File: src/rtl/bidir_visit_tracker_if.sv
// Valid/ready node-ID stream between the search stages.
interface bidir_visit_tracker_if #(
  parameter int unsigned NODE_W = 4
);
  logic              valid;
  logic              ready;
  logic [NODE_W-1:0] node;

  // Producer side of the stream.
  modport master (output valid, output node, input ready);
  // Consumer side of the stream.
  modport slave  (input valid, input node, output ready);
endinterface

File: src/rtl/bidir_visit_tracker.sv
// Visited-set filter and meet detector for the bidirectional search core.
module bidir_visit_tracker #(
  parameter int unsigned NODE_W = 4
) (
  input  logic                  m_clock,
  input  logic                  p_reset,
  input  logic                  clear,
  bidir_visit_tracker_if.slave  f,
  bidir_visit_tracker_if.slave  b,
  bidir_visit_tracker_if.master fo,
  bidir_visit_tracker_if.master bo,
  output logic                  meet_valid,
  output logic [NODE_W-1:0]     meet_node,
  output logic [NODE_W:0]       f_count,
  output logic [NODE_W:0]       b_count
);

  localparam int unsigned N_NODES = 1 << NODE_W;
  localparam int unsigned CNT_W   = NODE_W + 1;

  logic [N_NODES-1:0] fvis;
  logic [N_NODES-1:0] bvis;

  logic f_new;
  logic b_new;
  logic f_meet;
  logic b_meet;

  // Accept only when the one-entry output slot is free or draining, never after a meet.
  assign f.ready = (!fo.valid || fo.ready) && !meet_valid && !clear;
  assign b.ready = (!bo.valid || bo.ready) && !meet_valid && !clear;

  // Classify this cycle's accepts as new nodes and detect meets, including same-cycle cross hits.
  always_comb begin
    f_new  = f.valid && f.ready && !fvis[f.node];
    b_new  = b.valid && b.ready && !bvis[b.node];
    f_meet = f_new && (bvis[f.node] || (b_new && (b.node == f.node)));
    b_meet = b_new && (fvis[b.node] || (f_new && (f.node == b.node)));
  end

  // Visited bitmaps, output slots, counters and sticky meet; reset/clear wins over everything.
  always_ff @(posedge m_clock) begin
    if (!p_reset || clear) begin
      fvis       <= '0;
      bvis       <= '0;
      fo.valid   <= 1'b0;
      fo.node    <= '0;
      bo.valid   <= 1'b0;
      bo.node    <= '0;
      f_count    <= '0;
      b_count    <= '0;
      meet_valid <= 1'b0;
      meet_node  <= '0;
    end else begin
      if (f_new) begin
        fvis[f.node] <= 1'b1;
        f_count      <= f_count + CNT_W'(1);
        fo.valid     <= 1'b1;
        fo.node      <= f.node;
      end else if (fo.ready) begin
        fo.valid <= 1'b0;
      end

      if (b_new) begin
        bvis[b.node] <= 1'b1;
        b_count      <= b_count + CNT_W'(1);
        bo.valid     <= 1'b1;
        bo.node      <= b.node;
      end else if (bo.ready) begin
        bo.valid <= 1'b0;
      end

      // Forward direction takes priority when both sides meet on different nodes.
      if (f_meet) begin
        meet_valid <= 1'b1;
        meet_node  <= f.node;
      end else if (b_meet) begin
        meet_valid <= 1'b1;
        meet_node  <= b.node;
      end
    end
  end

endmodule

File: src/flat_wrapper.sv
// flat-port wrapper written by rule: the top's interface ports become plain ports
module bidir_visit_tracker_flat 
#(
  parameter int unsigned NODE_W = 4
)
  (m_clock, p_reset, clear, meet_valid, meet_node, f_count, b_count, f_valid, f_node, f_ready, b_valid, b_node, b_ready, fo_valid, fo_node, fo_ready, bo_valid, bo_node, bo_ready);
  bidir_visit_tracker_if #(.NODE_W(NODE_W)) f_i ();
  bidir_visit_tracker_if #(.NODE_W(NODE_W)) b_i ();
  bidir_visit_tracker_if #(.NODE_W(NODE_W)) fo_i ();
  bidir_visit_tracker_if #(.NODE_W(NODE_W)) bo_i ();
  input  logic m_clock;
  input  logic p_reset;
  input  logic clear;
  output logic meet_valid;
  output logic [NODE_W-1:0] meet_node;
  output logic [NODE_W:0] f_count;
  output logic [NODE_W:0] b_count;
  input wire logic [$bits(f_i.valid)-1:0] f_valid;
  input wire logic [$bits(f_i.node)-1:0] f_node;
  output wire logic [$bits(f_i.ready)-1:0] f_ready;
  input wire logic [$bits(b_i.valid)-1:0] b_valid;
  input wire logic [$bits(b_i.node)-1:0] b_node;
  output wire logic [$bits(b_i.ready)-1:0] b_ready;
  output wire logic [$bits(fo_i.valid)-1:0] fo_valid;
  output wire logic [$bits(fo_i.node)-1:0] fo_node;
  input wire logic [$bits(fo_i.ready)-1:0] fo_ready;
  output wire logic [$bits(bo_i.valid)-1:0] bo_valid;
  output wire logic [$bits(bo_i.node)-1:0] bo_node;
  input wire logic [$bits(bo_i.ready)-1:0] bo_ready;
  assign f_i.valid = f_valid;
  assign f_i.node = f_node;
  assign f_ready = f_i.ready;
  assign b_i.valid = b_valid;
  assign b_i.node = b_node;
  assign b_ready = b_i.ready;
  assign fo_valid = fo_i.valid;
  assign fo_node = fo_i.node;
  assign fo_i.ready = fo_ready;
  assign bo_valid = bo_i.valid;
  assign bo_node = bo_i.node;
  assign bo_i.ready = bo_ready;
  bidir_visit_tracker #(.NODE_W(NODE_W)) u_core (.m_clock(m_clock), .p_reset(p_reset), .clear(clear), .f(f_i), .b(b_i), .fo(fo_i), .bo(bo_i), .meet_valid(meet_valid), .meet_node(meet_node), .f_count(f_count), .b_count(b_count));
endmodule
File: config.mk
export PLATFORM = sky130hd
export DESIGN_NAME = bidir_visit_tracker_flat
export DESIGN_NICKNAME = d
export VERILOG_FILES = /design/src/rtl/bidir_visit_tracker_if.sv /design/src/rtl/bidir_visit_tracker.sv /design/src/flat_wrapper.sv
export SDC_FILE = /design/constraint.sdc
export NUM_CORES = 1
export LEC_CHECK = 0
export ABC_CLOCK_PERIOD_IN_PS = 2600
export CAP_MARGIN = 20
export CELL_PAD_IN_SITES_DETAIL_PLACEMENT = 0
export CELL_PAD_IN_SITES_GLOBAL_PLACEMENT = 2
export CORE_MARGIN = 1.5
export CORE_UTILIZATION = 35
export DETAILED_ROUTE_END_ITERATION = 6
export DONT_BUFFER_PORTS = 1
export GPL_ROUTABILITY_DRIVEN = 0
export PLACE_DENSITY = 0.68
export SETUP_SLACK_MARGIN = 0.05
export SLEW_MARGIN = 15
export SYNTH_ARGS = -nofsm -noshare
export SYNTH_HDL_FRONTEND = slang
export SYNTH_SLANG_ARGS = --single-unit
File: constraint.sdc
create_clock -name m_clock -period 2.6 [get_ports m_clock]
set_input_delay 0.39 -clock m_clock [delete_from_list [all_inputs] [get_ports m_clock]]
set_output_delay 0.39 -clock m_clock [all_outputs]
set_load 0.05 [all_outputs]
# Yosys cells after proc, flatten, opt, wreduce, memory -nomap -nowiden
# Index checks and enable logic that the tools add are counted.
[word_totals]
input_bits = 15
word_cells = 69
register_bits = 57
[op_classes]
n_reduce_logical = 29
order_cmp = 4
mux = 20
eq_ne = 2
n_bitwise = 2
addsub = 2
[ops]
columns = ["op", "count"]
rows = [
  ["OR 16 bit", 2],
  ["binary-select mux 1 bit (select 4 bit)", 4],
  ["logical AND 1 bit", 14],
  ["2-to-1 mux 1 bit", 12],
  ["adder 5 x 1 -> 5 bit, second input constant", 2],
  ["less-than comparator 4 x 5 -> 1 bit, second input constant", 2],
  ["demux 1 bit (select 4 bit)", 2],
  ["== test 4 bit", 2],
  [">= comparator 4 x 1 -> 1 bit, second input constant", 2],
  ["2-to-1 mux 4 bit", 2],
  ["zero test 1 bit", 7],
  ["nonzero test 2 bit", 3],
  ["logical OR 1 bit", 5],
]

# Depth between registers and ports, before layout
# Gate-level depths: netlist of run 1.
[logic_depth]
word_depth = 11
ltp_mapped = 9
depth_no_buf = 6

# Least setup slack after synthesis of run 1
# No wires, ideal clock.
[synth_timing]
path_kind = "register to register"
from = "reg u_core.bo.valid"
to = "reg u_core.meet_node[1]"
synth_period_minus_slack_ns = 2.882
setup_ns = 0.124
required_time_ns = 2.476
path_slack_ns = -0.282
stages_incl_launch_ff = 8
n_path_buf = 1
arrival_ns = 2.759
cell_sequence = "dfxtp_1 > nor2b_1 > nor3_1 > and4_4 > and3_1 > buf_6 > mux2i_1 > a21oi_1"
[synth_via]
elab_chain_len = 10
elab_cells_between_ends = 12
cone_classes = "1 x mux; 11 x reduce/logical"
[synth_lines]
columns = ["item", "line_no", "rtl"]
rows = [
  ["from (decl)", "bidir_visit_tracker_if.sv:10", "modport master (output valid, output node, input ready);"],
  ["zero test 1 bit *", "bidir_visit_tracker.sv:31", "assign b.ready = (!bo.valid || bo.ready) && !meet_valid && !clear;"],
  ["logical OR 1 bit *", "bidir_visit_tracker.sv:31", ""],
  ["logical AND 1 bit * (2 in series)", "bidir_visit_tracker.sv:31", ""],
  ["net b_ready", "flat_wrapper.sv:23", "output wire logic [$bits(b_i.ready)-1:0] b_ready;"],
  ["logical AND 1 bit * (2 in series)", "bidir_visit_tracker.sv:36", "b_new = b.valid && b.ready && !bvis[b.node];"],
  ["logical AND 1 bit", "bidir_visit_tracker.sv:37", "f_meet = f_new && (bvis[f.node] || (b_new && (b.node == f.node)));"],
  ["logical OR 1 bit", "bidir_visit_tracker.sv:37", ""],
  ["logical AND 1 bit", "bidir_visit_tracker.sv:37", ""],
  ["2-to-1 mux 4 bit or nonzero test 2 bit (tied branches)", "n/a", ""],
  ["to (signal assigned)", "bidir_visit_tracker.sv:76", "meet_node <= f.node;"],
  ["to (signal assigned)", "bidir_visit_tracker.sv:79", "meet_node <= b.node;"],
  ["to (decl)", "bidir_visit_tracker.sv:13", "output logic [NODE_W-1:0] meet_node,"],
]
# The timed path passes the listed nets; every way through them passes the cells marked *.
# A chain may end at the register's enable or synchronous reset.

# Worst setup path after layout of run 1
[layout_timing]
from = "reg u_core.fvis[11]"
to = "reg u_core.meet_node[1]"
[layout_via]
elab_chain_len = 8
elab_cells_between_ends = 12
cone_classes = "5 x mux; 7 x reduce/logical"
[layout_lines]
columns = ["item", "line_no", "rtl"]
rows = [
  ["from (decl)", "bidir_visit_tracker.sv:21", "logic [N_NODES-1:0] fvis;"],
  ["from (signal assigned)", "bidir_visit_tracker.sv:44", "fvis <= '0;"],
  ["from (signal, indexed assignment)", "bidir_visit_tracker.sv:56", "fvis[f.node] <= 1'b1;"],
  ["binary-select mux 1 bit (select 4 bit)", "bidir_visit_tracker.sv:35", "f_new = f.valid && f.ready && !fvis[f.node];"],
  ["2-to-1 mux 1 bit (not written as such)", "bidir_visit_tracker.sv:35", ""],
  ["zero test 1 bit", "bidir_visit_tracker.sv:35", ""],
  ["logical AND 1 bit", "bidir_visit_tracker.sv:35", ""],
  ["logical AND 1 bit", "bidir_visit_tracker.sv:38", "b_meet = b_new && (fvis[b.node] || (f_new && (f.node == b.node)));"],
  ["logical OR 1 bit", "bidir_visit_tracker.sv:38", ""],
  ["logical AND 1 bit", "bidir_visit_tracker.sv:38", ""],
  ["nonzero test 2 bit (no source line)", "n/a", ""],
]
# Parallel ways exist; a longest one is shown, timed or not. The select of a mux whose other input is x is not followed.

==> results of run 1 <==
==> through the flow <==
stage	hold WS, ns	power (mW)
after floorplan	0.445	1.04
after global placement	0.462	1.04
after detailed placement	0.472	1.04
after CTS	0.197	1.87
after global routing	0.201	1.92
final	0.210	1.85
==> state kept, by name (all words and copies together), names as in the netlist <==
name,cells
u_core.bvis,16
u_core.fvis,16
u_core.b_count,5
u_core.f_count,5
u_core.bo.node,4
u_core.fo.node,4
u_core.meet_node,4
u_core.bo.valid,1
u_core.fo.valid,1
u_core.meet_valid,1
==> kinds of logic after synthesis <==
family	Yosys count	synth area share
buffers and inverters	22	0.0517
AO/OA/AOI/OAI	49	0.113
AND/OR/NAND/NOR	92	0.159
XOR/XNOR	11	0.0352
flip-flops	57	0.417
multiplexers	34	0.215
adder cells (fa/ha/maj)	2	0.00915
==> report_power, final <==
part | switching (mW) | total [mW] | internal, mW
logic | 0.0684 | 0.117 | 0.0490
clock network | 0.342 | 0.829 | 0.487
registers | 0.0240 | 0.905 | 0.881
==> worst register-to-register path: cells and delay by family (launching register included) <==
kind                   cells  cell delay (ns)
DFF                        1             0.33
buffers and inverters      1             0.24
AOI/OAI and AO/OA          2             0.41
muxes                      2             0.75
and+or+nand+nor            1             0.27
==> routing by layer <==
layer | GRT usage | up-vias | share of wire
li1 | - | 965 | -
met1 | 0.221 | 971 | 0.47
met2 | 0.242 | 52 | 0.46
met3 | 0.0486 | 9 | 0.056
met4 | 0.0664 | 0 | 0.017
met5 | 0 | - | 0
==> how the worst min path moves through the flow <==
stage	slack, ns	start	to
global placement	0.46	u_core.fvis[10]$_SDFFE_PP0P_	u_core.fvis[10]$_SDFFE_PP0P_
floorplan	0.45	u_core.fvis[10]$_SDFFE_PP0P_	u_core.fvis[10]$_SDFFE_PP0P_
detailed placement	0.47	u_core.fvis[3]$_SDFFE_PP0P_	u_core.fvis[3]$_SDFFE_PP0P_
CTS	0.20	f_node[2]	u_core.fo.node[2]$_SDFFE_PP0P_
global route	0.20	b_node[3]	u_core.bo.node[3]$_SDFFE_PP0P_
finish	0.21	b_node[3]	u_core.bo.node[3]$_SDFFE_PP0P_
==> final cells by class <==
cell class,instances,area share
Sequential cell,57,0.382
Clock buffer,12,0.0520
Clock inverter,3,0.0134
Multi-Input combinational cell,188,0.489
Tap cell,102,0.0427
Timing Repair Buffer,5,0.0168
Inverter,3,0.00377
==> placed cells by master, fill, tap and decap left out, types with 2 or more instances in the layout <==
| cell | instances |
|---|---|
| nand4b_1 | 3 |
| mux4_2 | 13 |
| dfxtp_1 | 57 |
| xor2_1 | 9 |
| a21oi_1 | 21 |
| ha_1 | 2 |
| nand2_1 | 4 |
| a41oi_1 | 4 |
| xnor2_1 | 2 |
| mux2_2 | 2 |
| clkinv_2 | 2 |
| o21a_1 | 2 |
| nor3_1 | 2 |
| and2_1 | 4 |
| o31ai_1 | 4 |
| inv_1 | 2 |
| nand4_1 | 2 |
| nor2b_1 | 7 |
| clkbuf_8 | 11 |
| buf_4 | 4 |
| nor2_1 | 58 |
| and3_1 | 2 |
| mux2i_1 | 14 |
| mux4_1 | 5 |
| a31oi_1 | 13 |
==> impl_metrics.toml, run 1 <==
[sta]
min_period_ns = 2.07
finalSetupViolCount = 0
tightest_slew_ns = 0.725
maxSlewViolCount = 0
timing.slew.headroom = 0.515
rsz0062_at_grt = "false"
period_share = 0.795
clock.fmax_mhz = 484
worst_slack_ns = 0.533
skew_ns = 0.00757
hold_viol = 0
fin_setup_tns_ns = 0

[floorplan]
pin_count = 42
dieHeight_um = 91.4
row_count = 32
start_util = 0.358
die_width_um = 91.4
die_area_um2 = 8350
core_area_um2 = 7650

[final_layout]
antenna_cells = 0
area_growth_pct = 9.15
seqCellArea_um2 = 1140
multi_input_area_um2 = 1460
nets = 281
final_cells = 370
fin_area_um2 = 2990
utilization = 0.390
n_fill_cell = 798
drive_above_1_share = 0.160

[power_and_ir_drop]
power_density_nw_per_um2 = 620
power.leakage_nw = 1.07
max-vdd-ir-drop_mv = 0.260

[synthesis]
postSynthCellCount = 267
ys_seq_elements = 57
synth_edf_count = 0
yosys.area.top_type = "dfxtp_1"
synthArstFlopShare = 0
ys.flop_type = "dfxtp_1"
synthMostInstantiatedCell = "nor2_1"
avgSynthCellArea_um2 = 10.2
yosysWarnings = 0
yosysSeqAreaShare = 0.417
syn-cell-area_um2 = 2740
synthDistinctLibCells = 43
ys_top_cells_by_count = "58 x nor2_1, 57 x dfxtp_1, 21 x a21oi_1"
synth.net_count = 284
synth_top_area_share = 0.417
ys_top_cells_by_area = "dfxtp_1 42%, mux4_2 11%, nor2_1 8.0%, mux2i_1 5.1%, mux4_1 4.8%"

[clock_tree]
cts.sinks = 57
cts_resized = 0
cts_buffers = 9
clock_path_buffers = 2
cts_hold_buf = 0
clock_latency_ns = 0.33
cts.htree.levels = 3
root_buffer = "clkbuf_8"
post_cts_buffers = 0
path_clk_slew_ns = 0.07
cts_tree = "done"

[place]
place_area_um2 = 2770
port_buffers = 0
dp_cells = 354
dp_worst_setup_slack_ns = 0.402
detailed_place_hpwl_mm = 4.34

[grt]
grt_pass1_wl_mm = 10.6
first_global_vias = 1917
grt_overflow = 0
grt_use_total = 0.163
antenna_found_initial = 0
grt_max_degree = 52

[worst_setup_path]
r2r_start = "u_core.fvis[11]$_SDFFE_PP0P_"
cp_max_fo = 8
path_cells = "mux4_2 -> mux2i_1 -> a2bb2oi_1 -> buf_4 -> or2_4 -> a21oi_1"
cpLargestDelayFamily = "multiplexers"
r2r-end = "u_core.meet_node[1]$_SDFFE_PP0P_"
worstSetupEndpointType = "flop"
path_depth = 6
rr_worst_depth = 6
worstPathArrival_ns = 2.32
worstSetupPathType = "reg -> reg"
worstPathRequired_ns = 2.85
slowest_delay_ns = 0.47
slowest_stage = "mux4_2"
cp-start-kind = "flop"
critical_path_buf_inv_count = 1
r2r_setup_slack_ns = 0.53
critPathLaunch = "u_core.fvis[11]$_SDFFE_PP0P_"
setup.worst_path.end = "u_core.meet_node[1]$_SDFFE_PP0P_"

[route]
wl_mm = 6.54
ant_nets = 0
drtPass1Iterations = 4
vias_per_cell = 5.40
wl_per_cell_um = 17.7
drt_iter0_markers = 101
post-route-drc-count = 0
vias = 1997

[outcome]
status = "complete, no violations"

[worst_hold_path]
hold_class = "in -> reg"
whs_path_depth = 2

[job]
cap_viol_max_count = 0
Note: power is estimated with default switching activity, not from simulation.
==> run 2: changes to the inputs <==
ABC_CLOCK_PERIOD_IN_PS = 1800   (was 2600)
PLACE_DENSITY = 0.71   (was 0.68)
clock period = 1.8 ns   (was 2.6 ns; I/O delays follow)
==> run 2 against run 1 <==
The flow now finishes with violations (setup timing). Die area stayed put. Setup slack worse by 0.69 ns. Via count rose by 11%. Clock-buffer cell count is 1 higher. Sequential power rose by 44%. Largest cell class unchanged. Largest power group unchanged.
==> impl_metrics.toml, run 2 (synthesis results as in run 1) <==
[outcome]
status = "finished with violations"
violations = "setup timing"

[route]
drt_iter0_markers = 78
drtPass1Iterations = 4
vias_per_cell = 5.23
wl_mm = 7.22
vias = 2219
wl_per_cell_um = 17.0
post-route-drc-count = 0
ant_nets = 0

[worst_setup_path]
worstSetupPathType = "reg -> reg"
worstPathArrival_ns = 2.22
cpLargestDelayFamily = "simple AND/OR/NAND/NOR gates"
critical_path_buf_inv_count = 1
path_cells = "mux4_2 -> o211ai_1 -> and4_4 -> buf_6 -> a31oi_4 -> or2_4 -> a21oi_1"
slowest_delay_ns = 0.48
worstPathRequired_ns = 2.06
worstSetupEndpointType = "flop"
cp-start-kind = "flop"
cp_max_fo = 5
slowest_stage = "mux4_2"

[place]
port_buffers = 0
dp_worst_setup_slack_ns = -0.220
detailed_place_hpwl_mm = 4.57
place_area_um2 = 3180

[sta]
rsz0062_at_grt = "true"
worst_slack_ns = -0.157
skew_ns = 0.00929
tightest_slew_ns = 0.551
timing.slew.headroom = 0.632
min_period_ns = 1.96
period_share = 1.09
hold_viol = 0
maxSlewViolCount = 0
finalSetupViolCount = 48
clock.fmax_mhz = 511

[final_layout]
utilization = 0.488
reg.largest.list = "u_core.bvis x16, u_core.fvis x16"
antenna_cells = 0
multi_input_area_um2 = 1710
nets = 335
mostFrequentLayoutCells = "55 x nor2_1, 48 x dfxtp_1, 37 x buf_4"
layout_commonest_cell = "nor2_1"
n_fill_cell = 721
area_growth_pct = 36.4
fin_area_um2 = 3730
seqCellArea_um2 = 1150
drive_above_1_share = 0.429

[floorplan]
row_count = 32
die_width_um = 91.4
die_area_um2 = 8350
dieHeight_um = 91.4
start_util = 0.358
pin_count = 42
core_area_um2 = 7650

[clock_tree]
cts.htree.levels = 3
root_buffer = "clkbuf_8"
clock_latency_ns = 0.33
cts_buffers = 9
cts.sinks = 57
clock_path_buffers = 2
cts_tree = "done"
path_clk_slew_ns = 0.07

[power_and_ir_drop]
clockPowerShare = 0.446
power.leakage_nw = 1.40
pwr-share-comb = 0.094
switchingPower_uw = 670
max-vdd-ir-drop_mv = 0.319
sw_frac_of_total = 0.237
p_total_mw = 2.82
power_density_nw_per_um2 = 756
p_int_mw = 2.15
pwr-share-seq = 0.459

[grt]
first_global_vias = 2088
grt_use_total = 0.176
grt_max_degree = 36
grt_pass1_wl_mm = 11.2
grt_overflow = 0
antenna_found_initial = 0

[job]
cap_viol_max_count = 0

[worst_hold_path]
hold_class = "in -> reg"
==> run 2: power by group through the flow <==
stage	Combinational [mW]	Sequential [mW]	Clock [mW]
detailed placement	0.212	1.32	0
finish	0.266	1.30	1.26
CTS	0.241	1.30	1.29
floorplan	0.188	1.34	0
global route	0.282	1.30	1.35
global placement	0.213	1.32	0
==> run 2: per-layer routing <==
layer,global-route usage,vias up,wire [µm]
met3,0.0578,8,389
met4,0.0508,0,72
li1,-,1075,-
met2,0.260,44,3350
met1,0.246,1092,3410
met5,0,-,0
==> run 2: layout make-up <==
class	instances	share of cell area
Multi-Input combinational cell	190	0.459
Sequential cell	57	0.310
Timing Repair Buffer	57	0.140
Clock buffer	13	0.0456
Tap cell	102	0.0342
Clock inverter	2	0.00939
Inverter	3	0.00302
==> run 2: path summary, 6_finish.rpt <==
kind	to	from	slack, ns	cells after the start
hold reg to reg	u_core.bvis[15]$_SDFFE_PP0P_	u_core.bvis[15]$_SDFFE_PP0P_	0.49	2
hold / removal	u_core.bo.node[3]$_SDFFE_PP0P_	b_node[3]	0.08	2
setup reg to reg	u_core.meet_valid$_SDFFE_PP0P_	u_core.bvis[15]$_SDFFE_PP0P_	-0.16	7
setup / recovery	u_core.meet_valid$_SDFFE_PP0P_	u_core.bvis[15]$_SDFFE_PP0P_	-0.16	7
==> run 2: stage by stage <==
step                      hold slack, ns  setup TNS, ns  cells
after detailed placement           0.427          -5.49    397
after CTS                         0.0741          -4.39    417
after global placement             0.417          -4.53    397
final                             0.0839          -3.28    424
after global routing              0.0827          -6.76    424
after floorplan                    0.414          -3.48    267
==> run 2: repair_timing <==
action                                 in CTS  in global routing
hold buffers                                0                  0
cloned                                      1                  1
buffers inserted                            5                  6
gates resized for setup                    35                 24
endpoints found under the hold margin       0                  0
setup endpoints to repair                  56                 57
pin swaps                                  14                 20
==> run 3: changes to the inputs <==
ABC_CLOCK_PERIOD_IN_PS = unset   (was 1800)
==> results of run 3 <==
Same layout as run 2: the final DEF is identical, and so are final timing and power.
